--- src/rtl/lab5_pkg.sv ---
// Shared types and constants for the register file and operand-fetch sequencer.
package lab5_pkg;

    localparam int DATA_W = 16;
    localparam int NREGS  = 8;
    localparam int REG_AW = $clog2(NREGS);

    typedef logic [DATA_W-1:0] word_t;

    typedef enum logic [1:0] {
        IDLE   = 2'd0,
        READ_B = 2'd1,
        READ_A = 2'd2,
        DONE   = 2'd3
    } fetch_state_t;

    function automatic logic [NREGS-1:0] decode_onehot(input logic [REG_AW-1:0] idx);
        logic [NREGS-1:0] v;
        v = {{(NREGS-1){1'b0}}, 1'b1} << idx;
        return v;
    endfunction

endpackage

--- src/rtl/regfile_operand_fetch_regfile.sv ---
// 8 x 16 register file: one one-hot-decoded write port, one combinational read port.
module regfile
    import lab5_pkg::*;
(
    input  logic              clk,
    input  logic              reset,
    input  logic              write,
    input  logic [REG_AW-1:0] writenum,
    input  word_t             data_in,
    input  logic [REG_AW-1:0] readnum,
    output word_t             data_out
);

    word_t            regs_r [NREGS];
    logic [NREGS-1:0] wr_sel_s;

    // Write decoder
    always_comb begin
        wr_sel_s = {NREGS{1'b0}};
        if (write) begin
            wr_sel_s = decode_onehot(writenum);
        end else begin
            wr_sel_s = {NREGS{1'b0}};
        end
    end

    // Register array storage
    always_ff @(posedge clk or posedge reset) begin
        if (reset) begin
            for (int i = 0; i < NREGS; i++) begin
                regs_r[i] <= {DATA_W{1'b0}};
            end
        end else begin
            for (int i = 0; i < NREGS; i++) begin
                if (wr_sel_s[i]) begin
                    regs_r[i] <= data_in;
                end
            end
        end
    end

    assign data_out = regs_r[readnum];

endmodule

--- src/rtl/regfile_operand_fetch.sv ---
// Register file plus operand-fetch FSM: loads B from R[rm], then A from R[rn], then pulses done.
// Optional build macro RF_BYPASS_EN adds write-to-read forwarding into the operand registers.
module regfile_operand_fetch
    import lab5_pkg::*;
(
    input  logic              clk,
    input  logic              reset,
    input  logic              write,
    input  logic [REG_AW-1:0] writenum,
    input  word_t             data_in,
    input  logic              start,
    input  logic [REG_AW-1:0] rn,
    input  logic [REG_AW-1:0] rm,
    output logic              busy,
    output logic              done,
    output word_t             a_out,
    output word_t             b_out
);

    fetch_state_t      state_r;
    logic [REG_AW-1:0] rn_r;
    logic [REG_AW-1:0] rm_r;
    logic [REG_AW-1:0] readnum_s;
    word_t             rd_data_s;
    word_t             operand_s;
    word_t             a_r;
    word_t             b_r;
    logic              busy_r;
    logic              done_r;

    regfile u_regfile (
        .clk      (clk),
        .reset    (reset),
        .write    (write),
        .writenum (writenum),
        .data_in  (data_in),
        .readnum  (readnum_s),
        .data_out (rd_data_s)
    );

    // Read index follows the fetch phase
    always_comb begin
        readnum_s = rm_r;
        if (state_r == READ_A) begin
            readnum_s = rn_r;
        end else begin
            readnum_s = rm_r;
        end
    end

    // Operand source: array read, optionally overridden by a same-cycle write
    always_comb begin
        operand_s = rd_data_s;
`ifdef RF_BYPASS_EN
        if (write && (writenum == readnum_s)) begin
            operand_s = data_in;
        end else begin
            operand_s = rd_data_s;
        end
`else
        operand_s = rd_data_s;
`endif
    end

    // Fetch sequencer with registered busy/done and operand registers
    always_ff @(posedge clk or posedge reset) begin
        if (reset) begin
            state_r <= IDLE;
            rn_r    <= {REG_AW{1'b0}};
            rm_r    <= {REG_AW{1'b0}};
            a_r     <= {DATA_W{1'b0}};
            b_r     <= {DATA_W{1'b0}};
            busy_r  <= 1'b0;
            done_r  <= 1'b0;
        end else begin
            done_r <= 1'b0;
            case (state_r)
                IDLE: begin
                    if (start) begin
                        rn_r    <= rn;
                        rm_r    <= rm;
                        busy_r  <= 1'b1;
                        state_r <= READ_B;
                    end
                end
                READ_B: begin
                    b_r     <= operand_s;
                    state_r <= READ_A;
                end
                READ_A: begin
                    a_r     <= operand_s;
                    busy_r  <= 1'b0;
                    done_r  <= 1'b1;
                    state_r <= DONE;
                end
                DONE: begin
                    state_r <= IDLE;
                end
                default: begin
                    busy_r  <= 1'b0;
                    state_r <= IDLE;
                end
            endcase
        end
    end

    assign busy  = busy_r;
    assign done  = done_r;
    assign a_out = a_r;
    assign b_out = b_r;

endmodule

--- config.mk ---
export PLATFORM = sky130hd
export DESIGN_NAME = regfile_operand_fetch
export DESIGN_NICKNAME = d
export VERILOG_FILES = /design/src/rtl/lab5_pkg.sv /design/src/rtl/regfile_operand_fetch_regfile.sv /design/src/rtl/regfile_operand_fetch.sv
export SDC_FILE = /design/constraint.sdc
export NUM_CORES = 1
export LEC_CHECK = 0
export BUFFER_PORTS_ARGS = -buffer_cell sky130_fd_sc_hd__buf_2
export CAP_MARGIN = 10
export CORE_UTILIZATION = 54
export DETAILED_ROUTE_END_ITERATION = 7
export PLACE_DENSITY = 0.82
export SYNTH_ARGS = -nofsm -noshare
export SYNTH_HDL_FRONTEND = slang
export SYNTH_SLANG_ARGS = --single-unit
--- constraint.sdc ---
create_clock -name clk -period 5.23 [get_ports clk]
set_clock_uncertainty 0.1 [all_clocks]
set_input_delay 0.523 -clock clk [delete_from_list [all_inputs] [get_ports clk]]
set_output_delay 0.523 -clock clk [all_outputs]
set_load 0.005 [all_outputs]
# ---- After elaboration in Yosys (flattened, before gate mapping)
# Cells that the tools add are included.
dict set report totals {
  input_bits 29
  register_bits 170
  out_inout_bits 34
  elab_cells 36
}
dict set report classes {
  shifts 1
  bitwise 1
  magnitude_cmp 1
  eq_ne 4
  n_mux 10
  n_reduce_logical 4
}
# operator n
set ops {}
lappend ops {{binary-select mux 16 bit (select 3 bit)} 1}
lappend ops {{two-way mux 16 bit} 2}
lappend ops {{two-way mux 8 bit} 1}
lappend ops {{one-hot mux 2 bit (4 select lines)} 1}
lappend ops {{left shift 1 x 3 -> 8 bit (first input constant)} 1}
lappend ops {{equality test 2 bit (second input constant)} 2}
lappend ops {{greater-or-equal comparator 4 bit (second input constant)} 1}
lappend ops {{NOT 3 -> 4 bit} 1}
lappend ops {{AND reduction 2 bit} 2}
lappend ops {{two-way mux 3 bit} 1}
lappend ops {{equality test 2 x 1 -> 1 bit (second input constant)} 1}
lappend ops {{zero test 2 bit} 1}
lappend ops {{two-way mux 1 bit} 2}
lappend ops {{two-way mux 2 bit} 1}
lappend ops {{!= test 2 bit (second input constant)} 1}
lappend ops {{one-hot mux 1 bit (2 select lines)} 1}
lappend ops {{nonzero test 2 bit} 1}

# ---- Depth between registers and ports, before layout
# Gate-level depths: netlist (run 1).
dict set report depth {
  depth_word 6
  ltp_mapped 10
  depth_no_buf 7
}

# ---- Modules after synthesis
# From an unflattened synthesis (run 1), not the netlist that was laid out.
dict set report unflattened {
  cells_unflattened 441
  area_unflattened_um2 7825.0
}
# mod area_each_um2 instances seq_area_each_um2 cells_each
set by_module_without_submodules {}
lappend by_module_without_submodules {regfile 6012.0 1 3203.1 338}
lappend by_module_without_submodules {regfile_operand_fetch 1813.0 1 1051.0 103}

# ---- Worst setup path before layout (run 1)
# No wires, ideal clock.
dict set report synth_timing {
  path_kind {register to register}
  startpoint {register state_r[0]}
  endpoint {register a_r[3] (netlist: a_out[3])}
  synth_period_minus_slack_ns 2.261
  slack_ns 2.969
  n_path_buf 2
  arrival_ns 2.024
  path_stages_with_launch 9
  setup_time_ns 0.137
  required_time_ns 4.993
  cell_sequence {dfrtp_1 -> inv_1 -> ha_1 -> buf_6 -> mux2i_4 -> buf_6 -> mux4_2 -> a22oi_1 -> a21oi_1}
}
dict set report synth_via {
  elab_chain_cells 6
}
# element line
set synth_lines {}
lappend synth_lines {{start: declaration} regfile_operand_fetch.sv:20} ;# fetch_state_t state_r;
lappend synth_lines {{start signal: assignment} regfile_operand_fetch.sv:68} ;# state_r <= IDLE;
lappend synth_lines {{start signal: assignment} regfile_operand_fetch.sv:83} ;# state_r <= READ_B;
lappend synth_lines {{start signal: assignment} regfile_operand_fetch.sv:88} ;# state_r <= READ_A;
lappend synth_lines {{equality test 2 bit (*)} {regfile_operand_fetch.sv:44, regfile_operand_fetch.sv:77}}
lappend synth_lines {{two-way mux 3 bit} regfile_operand_fetch.sv:44} ;# if (state_r == READ_A) begin
lappend synth_lines {{NOT 3 -> 4 bit (implied by the code)} regfile_operand_fetch_regfile.sv:42} ;# assign data_out = regs_r[readnum];
lappend synth_lines {{binary-select mux 16 bit (select 3 bit)} regfile_operand_fetch_regfile.sv:42}
lappend synth_lines {{two-way mux 16 bit (implied by the code) (2 in a row)} regfile_operand_fetch_regfile.sv:42}
lappend synth_lines {{end signal: assignment} regfile_operand_fetch.sv:71} ;# a_r <= {DATA_W{1'b0}};
lappend synth_lines {{end signal: assignment} regfile_operand_fetch.sv:91} ;# a_r <= operand_s;
lappend synth_lines {{end: declaration} regfile_operand_fetch.sv:26} ;# word_t a_r;
# Mark *: on every way between the ends. The rest lies on a longest branch, timed or not. The select of a mux whose other input is x is not followed.
# A chain may end at the register's enable or synchronous reset.

# ---- Final worst setup path (run 1)
dict set report layout_timing {
  startpoint {register state_r[0]}
  endpoint {register a_r[2] (netlist: a_out[2])}
}
# The elaborated chain is that of the path after synthesis.

==> results.ini, run 1 <==
[synth]
syn_inst=640
synthArstFlopShare_pct=100
syn_area_per_cell_sq_um=12.5
synthesis.nets=673
synthFlopType=dfrtp_1
synth_area_sq_um=8000
synth_most_common_cell=dfrtp_1
ys_types=39
ys_seq_elements=170
synth_common_cells=170 x dfrtp_1, 131 x mux2_2, 88 x nor2_1
synth-edff-count=0
ys_top_cells_by_area=dfrtp_1 53%, mux2_2 18%, mux4_2 4.2%
synth_largest_area_cell=dfrtp_1
synth_seq_area_share_pct=53.1
ys_warn_count=0
synth_top_area_share_pct=53.1

[setup_path]
critPathLaunchType=flip-flop
rr_startpoint=state_r[0]
critical_path.cell_chain=inv_1 -> ha_2 -> buf_4 -> nor2b_1 -> a21oi_2 -> buf_4 -> mux4_2 -> a22oi_1 -> a21oi_1
critPathMaxStageDelay_ns=0.60
r2r-end=a_out[2]
r2r_slack_ns=1.78
arrival_ns=3.65
slowest_stage=ha_2
crit_fanout=37
required_ns=5.43
r2r_cells=9
critical_path_class=flip-flop to flip-flop
endpoint_kind=flip-flop
cpMostUsedCell=buf_4

[power]
intPower_mw=3.53
pwr-share-seq_pct=36.2
switching_power_mw=2.21
switching_share_pct=38.6
power_density_nw_per_um2=636
ir_drop_v=0.000316
p_leak_nw=3.90
power.share.clock_pct=21.6
combPwrFrac_pct=42.2

[clocking]
cts_num_sinks=170
post-cts-setup-buffers=0
numCtsBuffers=17
clkLatencyLatePin_ns=0.43
cts_hold_buffers=0
clockBufferDepth=2
cts_root_buffer=clkbuf_16
htreeDepth=4
cts_tree=yes
clkTransAtPathRegs_ns=0.06
ctsResizeCount=0

[timing]
min_period_ns=3.45
fin_hold_ws_ns=0.218
finalSetupViolCount=0
hold_viol=0
setup-tns-final_ns=0
slew_headroom_pct=16.2
rsz0062_at_grt=false
tightest_slew_ns=1.26
min_period_over_period_pct=65.9
final_max_slew_viol_count=0
fmax_mhz=290

[grt]
antenna_found_initial=1
grt_pass1_wl_microns=31500
grt_pass1_vias=5844
gr-total-overflow=0
grt_usage_pct=28.3
grt_max_degree=122

[die]
die_w_microns=124
die_h_microns=124
die_area_sq_um=15300
rows=44
ios=63
start_util_pct=55.3
core_area_sq_um=14500

[cells_and_area]
drive_gt1_share_pct=37.0
num-nets-final=723
design_area_sq_um=9030
n_fill_cell=1030
syn2layout_area_growth_pct=12.8

[route]
drtIter0Drc=584
drcViolationCount=0
firstDrtPassIters=7
vias=5735
finalWirelength_microns=20200
wl_per_cell_microns=22.8
ant_nets=0
vias_per_cell=6.46

[worst_hold_path]
hold_end=rm_r[2]
hold_class=primary input to flip-flop
min_path_cells=2
worstHoldStart=rm[2]

[place]
placed_cell_area_sq_um=8430
gp_congestion=0.874
portBuffers=62
place_hpwl_microns=12300

[outcome]
outcome=finished clean

[flow_run]
maxCapViolCount=0

## how the worst max path moves through the flow
stage / to / slack (ns) / from / cells after the start
4_1_cts: a_out[2] / 1.85 / state_r[0] / 7
2_1_floorplan: a_out[0] / 0.004 / reset / 1
6_report: a_out[2] / 1.78 / state_r[0] / 9
5_1_grt: a_out[2] / 1.61 / state_r[0] / 7
3_3_place_gp: a_out[12] / 2.03 / state_r[0] / 7
3_5_place_dp: a_out[2] / 1.88 / state_r[0] / 7
## registers in the layout, indices dropped and copies added (netlist names)
register	flops
done	1
u_regfile.regs_r	128
state_r	2
a_out	16
rn_r	3
rm_r	3
b_out	16
busy	1
## routing by layer
| metal | wire [microns] | track usage [%] | vias to the layer above |
|---|---|---|---|
| li1 | - | - | 2429 |
| met1 | 8290 | 36.9 | 2910 |
| met2 | 9530 | 44.1 | 314 |
| met3 | 1730 | 7.42 | 82 |
| met4 | 698 | 13.9 | 0 |
| met5 | 0 | 0 | - |
## power by group through the flow
stage	combinational (mW)	sequential, mW	clock (mW)
floorplan	1.87	1.92	0
global placement	2.24	2.05	0
detailed placement	2.36	2.07	0
CTS	2.40	2.06	1.24
global route	2.64	2.12	1.30
finish	2.43	2.08	1.24
## cell type report
cell class | instances | area [sq um] | area share, %
Antenna cell | 1 | 2.50 | 0.0277
Clock buffer | 21 | 460 | 5.10
Clock inverter | 11 | 121 | 1.34
Inverter | 6 | 27.5 | 0.305
Multi-Input combinational cell | 422 | 3530 | 39.1
Sequential cell | 170 | 4250 | 47.1
Tap cell | 184 | 230 | 2.55
Timing Repair Buffer | 73 | 400 | 4.43
## cells in the final DEF, fill, tap and decap left out, drive strengths merged, types with 10 or more instances in the layout
cell type | Yosys | final
nand2 | 18 | 18
o211ai | 10 | 10
mux2 | 137 | 137
a21oi | 35 | 35
o21ai | 10 | 10
clkbuf | 16 | 21
o22a | 15 | 15
dfrtp | 170 | 170
mux4 | 15 | 15
buf | 26 | 73
mux2i | 23 | 23
nor2 | 88 | 88
## critical path, delay by kind of cell (launching register included)
family	cells	cell delay [ns]
flip-flops	1	0.38
AND/OR/NAND/NOR	1	0.16
multiplexers	1	0.39
adder cells (fa/ha/maj)	1	0.60
buffers and inverters	3	1.00
AO/OA/AOI/OAI	3	0.66
## kinds of logic (layout without fill, tap and decap cells)
kind of cell,after synthesis,after routing,synth area share (%)
AOI/OAI and AO/OA,108,108,9.16
and+or+nand+nor,135,135,7.44
DFF,170,170,53.1
buffers and inverters,48,111,3.10
muxes,175,175,26.5
other,0,1,0
adders and majority gates,4,4,0.625
## through the flow
stage	power (mW)	cells	utilization, %	worst slack [ns]
floorplan	3.79	640	-	0.00356
global route	6.05	887	62.3	1.61
global placement	4.30	854	58.2	2.03
CTS	5.70	886	62.2	1.85
finish	5.74	888	62.4	1.78
detailed placement	4.43	854	58.2	1.88
Note: power is estimated with default switching activity, not from simulation.
==> run 2, diff against run 1 <==
--- a/config.mk
+++ b/config.mk
@@ -5,11 +5,12 @@
 export SDC_FILE = /design/constraint.sdc
 export NUM_CORES = 1
 export LEC_CHECK = 0
+export ABC_AREA = 1
 export BUFFER_PORTS_ARGS = -buffer_cell sky130_fd_sc_hd__buf_2
 export CAP_MARGIN = 10
-export CORE_UTILIZATION = 54
+export CORE_UTILIZATION = 60
 export DETAILED_ROUTE_END_ITERATION = 7
-export PLACE_DENSITY = 0.82
+export PLACE_DENSITY = 0.86
 export SYNTH_ARGS = -nofsm -noshare
 export SYNTH_HDL_FRONTEND = slang
 export SYNTH_SLANG_ARGS = --single-unit
==> constraint.sdc (replaced) <==
create_clock -name clk -period 3.3 [get_ports clk]
set_clock_uncertainty 0.1 [all_clocks]
set_input_delay 0.33 -clock clk [delete_from_list [all_inputs] [get_ports clk]]
set_output_delay 0.33 -clock clk [all_outputs]
set_load 0.005 [all_outputs]
==> run 2 against run 1 <==
  * Sequential power is 42% higher
  * Wire length is 7.2% higher
  * Power is 47% higher
  * Worst hold slack worse by 0.21 ns
  * Synthesized cell count is 59% higher
  * Flip-flop and latch count stayed put
  * Critical path type unchanged
  * Critical endpoint is now a_out[12]
  * Largest cell class unchanged
==> results.ini, run 2 <==
[outcome]
outcome=finished clean

[timing]
min_period_over_period_pct=85.3
min_period_ns=2.82
hold_viol=0
rsz0062_at_grt=false
final_max_slew_viol_count=0
fmax_mhz=355
fin_hold_ws_ns=0.0123
finalSetupViolCount=0
tightest_slew_ns=1.21
slew_headroom_pct=19.4
setup-tns-final_ns=0
setup_slack_ns=0.484

[flow_run]
maxCapViolCount=0

[setup_path]
critical_path_class=flip-flop to flip-flop
cp_top_family=simple AND/OR/NAND/NOR gates
critical_path.cell_chain=inv_1 -> ha_1 -> nand2_1 -> nand2_1 -> nand2_1 -> nand3_1 -> nand3_1 -> nand3_1 -> nand2_1
critPathLaunchType=flip-flop
critPathMaxStageDelay_ns=0.65
arrival_ns=3.03
rr_startpoint=state_r[0]
crit_start=state_r[0]
cpMostUsedCell=nand2_1
crit_buf_inv=1
crit_fanout=16
required_ns=3.51
slowest_stage=nand2_1
endpoint_kind=flip-flop

[route]
ant_nets=0
drtIter0Drc=1227
finalWirelength_microns=21700
firstDrtPassIters=6
vias=7307
vias_per_cell=5.88
wl_per_cell_microns=17.5
drcViolationCount=0

[power]
ir_drop_v=0.000715
power_density_nw_per_um2=944
p_leak_nw=4.76

[synth]
synth_largest_area_cell=dfrtp_1
ys_warn_count=0
synth_most_common_cell=nand2_1
syn_area_per_cell_sq_um=7.80
synth_top_area_share_pct=53.7
synth_xor_xnor_area_share_pct=0
synth_seq_area_share_pct=53.7
synthesis.nets=1049
ys_top_cells_by_area=dfrtp_1 54%, nand2_1 13%, nand3_1 12%
syn_inst=1016
synth_area_sq_um=7920
synth_top_family_by_area=simple AND/OR/NAND/NOR gates
synth_common_cells=283 x nand2_1, 193 x nand3_1, 170 x dfrtp_1
synthArstFlopShare_pct=100
synthSimpleGateAreaFrac_pct=26.0
synth-edff-count=0
ys_types=17
synthAdderAreaFrac_pct=0.632
synthFlopType=dfrtp_1
muxShareOfSynthArea_pct=0
synth_compound_area_share_pct=8.89
ys_seq_elements=170

[place]
portBuffers=62
place_ws_ns=0.743
placedCellCount=1213
gp_congestion=0.840
place_hpwl_microns=13000

[die]
rows=41
die_w_microns=117
start_util_pct=62.0
die_area_sq_um=13700
core_area_sq_um=12800
die_h_microns=117
ios=63

[cells_and_area]
diodes=0
syn2layout_area_growth_pct=12.4
largest_reg_flops=128
num-nets-final=1094
n_fill_cell=926
most-common-layout-cells=283 x nand2_1, 193 x nand3_1, 170 x dfrtp_1
regMostFlops=u_regfile.regs_r
final_util_pct=69.7
drive_gt1_share_pct=10.7
final_common_cell=nand2_1
finalNonFillerCells=1242

[worst_hold_path]
worstHoldStart=rn[0]
hold_class=primary input to flip-flop

[grt]
grt_max_degree=57
grt_usage_pct=34.2
gr-total-overflow=0
grt_pass1_wl_microns=34700
grt_pass1_vias=6936
antenna_found_initial=0

[clocking]
htreeDepth=4
cts_num_sinks=170
numCtsBuffers=17
clkTransAtPathRegs_ns=0.06
post-cts-setup-buffers=0
clockBufferDepth=2
clkLatencyLatePin_ns=0.43
cts_tree=yes
cts_root_buffer=clkbuf_16

==> run 2: changes by cell type in the layout (fill, tap and decap cells not counted), sizes merged, moves of 15 or more <==
cell,before,now
nand2,18,284
nand3,8,193
inv,6,161
mux2,137,0
o21ai,10,138
nor2,88,5
a21oi,35,0
mux2i,23,0
mux4,15,0
o22a,15,0
==> run 2: cells by family (layout without fill, tap and decap cells) <==
kind of cell,Yosys count,count (layout)
flops,170,170
simple gates,483,483
buf+inv,220,274
compound gates,139,139
fa+ha+maj,4,4
==> run 2: power by group <==
part,switching (mW),internal (mW),leakage (nW),total (mW)
sequential,0.328,2.64,2.13,2.96
combinational,2.52,1.17,2.38,3.70
clock,0.752,0.998,0.251,1.75
total,3.60,4.81,4.76,8.41
==> run 2: cell type report <==
cell class              count  area [sq um]  area share (%)
clock buffers              24           482            5.41
multi-input cells         626          2820            31.7
inverters                 162           612            6.87
repair buffers             84           503            5.65
well taps                 172           215            2.42
flip-flops and latches    170          4250            47.8
clock inverters             4          20.0           0.225
==> run 2: timing repair <==
item | in CTS | in global routing
hold buffers | 1 | 0
gates resized for setup | 0 | 0
endpoints found under the hold margin | 1 | 0
setup endpoints to repair | 0 | 0
==> run 2: through the flow <==
stage / cell area, sq um / power [mW]
2_1_floorplan: 7930 / 5.34
3_5_place_dp: 8400 / 6.49
4_1_cts: 8910 / 8.28
5_1_grt: 8910 / 8.88
6_report: 8910 / 8.41
3_3_place_gp: 8400 / 6.34
==> run 2: final timing paths <==
kind	to	slack, ns	cells after the start
worst max-delay path	a_out[12]	0.48	9
worst max register to register	a_out[12]	0.48	9
worst min register to register	b_out[3]	0.38	2
worst min-delay path	rn_r[0]	0.01	3
min in group asynchronous	rm_r[2]	0.02	2
max in group asynchronous	u_regfile.regs_r[95]	2.30	3
==> run 2: worst register-to-register path, delay by kind of cell, from the launching register on <==
family	cells	cell delay [ns]
simple gates	7	1.45
flops	1	0.40
buf+inv	1	0.13
fa+ha+maj	1	0.62
==> run 2: layer usage <==
metal / wire (microns) / GRT usage [%]
met1: 8380 / 44.4
met2: 9610 / 51.4
met3: 2720 / 9.89
met4: 1000 / 20.4
met5: 0 / 0
==> run 3, diff against run 2 <==
--- a/config.mk
+++ b/config.mk
@@ -10,7 +10,7 @@
 export CAP_MARGIN = 10
 export CORE_UTILIZATION = 60
 export DETAILED_ROUTE_END_ITERATION = 7
-export PLACE_DENSITY = 0.86
+export PLACE_DENSITY = 0.82
 export SYNTH_ARGS = -nofsm -noshare
 export SYNTH_HDL_FRONTEND = slang
 export SYNTH_SLANG_ARGS = --single-unit
==> run 3 against run 2 <==
  * The run now ends with hold timing left
  * Sequential power hardly changed
  * Flip-flop and latch count unchanged
  * Fmax up 11%
  * First-iteration DRC count down 8.7%
  * Critical path depth grew 3
  * Combinational power hardly changed
  * Highest routed layer unchanged
  * Critical endpoint is now a_out[13]
==> results.ini, run 3 (synthesis results as in run 2) <==
[outcome]
outcome=finished with violations
violations=hold timing

[setup_path]
critPathLaunchType=flip-flop
crit_fanout=48
critical_path_class=flip-flop to flip-flop
required_ns=3.57
crit_start=state_r[0]
endpoint_kind=flip-flop
arrival_ns=2.82
rr_startpoint=state_r[0]

[grt]
antenna_found_initial=0
grt_pass1_wl_microns=33700
grt_pass1_vias=6612
grt_usage_pct=33.1
grt_max_degree=49
gr-total-overflow=0

[cells_and_area]
largest_reg_flops=128
syn2layout_area_growth_pct=14.5
final_common_cell=nand2_1
regMostFlops=u_regfile.regs_r
finalNonFillerCells=1247
diodes=0
num-nets-final=1096
drive_gt1_share_pct=11.5
most-common-layout-cells=283 x nand2_1, 193 x nand3_1, 170 x dfrtp_1

[die]
rows=41
core_area_sq_um=12800
ios=63
die_h_microns=117
die_area_sq_um=13700
start_util_pct=62.0
die_w_microns=117

[place]
gp_congestion=0.855
portBuffers=62
place_hpwl_microns=13200
placedCellCount=1215

[timing]
min_period_over_period_pct=77.2
tightest_slew_ns=1.11
finalSetupViolCount=0
setup-tns-final_ns=0
min_period_ns=2.55
fin_hold_ws_ns=-0.0130
slew_headroom_pct=25.6
rsz0062_at_grt=false
final_max_slew_viol_count=0
fmax_mhz=392
hold_viol=23

[power]
ir_drop_v=0.000518
combPwrFrac_pct=42.5
pwr-share-seq_pct=34.1
power.share.clock_pct=23.3
intPower_mw=5.09
switching_share_pct=41.2
switching_power_mw=3.56
p_leak_nw=4.84
power_density_nw_per_um2=953

[route]
vias_per_cell=5.67
drcViolationCount=0
vias=7076
ant_nets=0
finalWirelength_microns=21300
drtIter0Drc=1120
firstDrtPassIters=6
wl_per_cell_microns=17.1

[worst_hold_path]
hold_class=primary input to async pin

[clocking]
clkTransAtPathRegs_ns=0.06
cts_tree=yes
ctsResizeCount=0
post-cts-setup-buffers=0
htreeDepth=4
cts_num_sinks=170
clockBufferDepth=2
cts_root_buffer=clkbuf_16
cts_hold_buffers=0
clkLatencyLatePin_ns=0.43
numCtsBuffers=17

[flow_run]
maxCapViolCount=0

## run 3: cell count changes in the layout (fill, tap and decap cells not counted), sizes merged
cell         before  now
buf              83   86
bufinv            0    2
clkinvlp          1    2
dlygate4sd3       1    0
## run 3: layout make-up
cell class,instances,area (sq um)
inverters,162,612
multi-input cells,626,2820
flip-flops and latches,170,4250
fillers,970,3700
repair buffers,86,573
clock inverters,7,87.6
clock buffers,24,512
well taps,172,215
## run 3: routing by layer
| metal | vias to the layer above | global-route usage, % | share of wire, % |
|---|---|---|---|
| met5 | - | 0 | 0 |
| met4 | 0 | 14.6 | 3.0 |
| met3 | 67 | 8.03 | 10 |
| met2 | 415 | 47.9 | 43 |
| met1 | 3302 | 47.5 | 43 |
| li1 | 3292 | - | - |
## run 3: final timing paths
kind	end	slack (ns)	cells after the start
min in group clk	rm_r[1]	0.01	3
max in group asynchronous	u_regfile.regs_r[112]	2.30	3
worst max-delay path	a_out[13]	0.75	12
worst max register to register	a_out[13]	0.75	12
worst min-delay path	u_regfile.regs_r[13]	-0.01	2
worst min register to register	b_out[5]	0.38	2
## run 3: power by group through the flow
stage / Sequential (mW) / Clock, mW / Combinational [mW]
global route: 3.00 / 2.11 / 4.04
CTS: 2.94 / 2.01 / 3.59
finish: 2.95 / 2.02 / 3.68
floorplan: 2.90 / 0 / 2.44
detailed placement: 2.96 / 0 / 3.52
global placement: 2.95 / 0 / 3.44
## run 3: metrics by stage
| step | cell area (sq um) | power [mW] | util (%) | setup WS [ns] | hold WS, ns |
|---|---|---|---|---|---|
| after floorplan | 7930 | 5.34 | - | 0.701 | 0.340 |
| after global placement | 8450 | 6.38 | 66.1 | 0.968 | 0.360 |
| after detailed placement | 8450 | 6.48 | 66.1 | 0.876 | 0.362 |
| after CTS | 9050 | 8.54 | 70.8 | 0.827 | 0.00612 |
| after global routing | 9070 | 9.15 | 71.0 | 0.626 | 0.0248 |
| final | 9070 | 8.64 | 71.0 | 0.752 | -0.0130 |
## run 3: worst max-delay path, cell delays in order (launching register included)
cell and delay [ns]:
dfrtp_1 0.38, inv_1 0.12, ha_1 0.44, inv_2 0.20
nand2_1 0.12, buf_4 0.23, nand2_1 0.12, buf_12 0.20
nand2_1 0.09, nand3_1 0.06, nand3_1 0.18, nand3_1 0.12
nand2_1 0.07
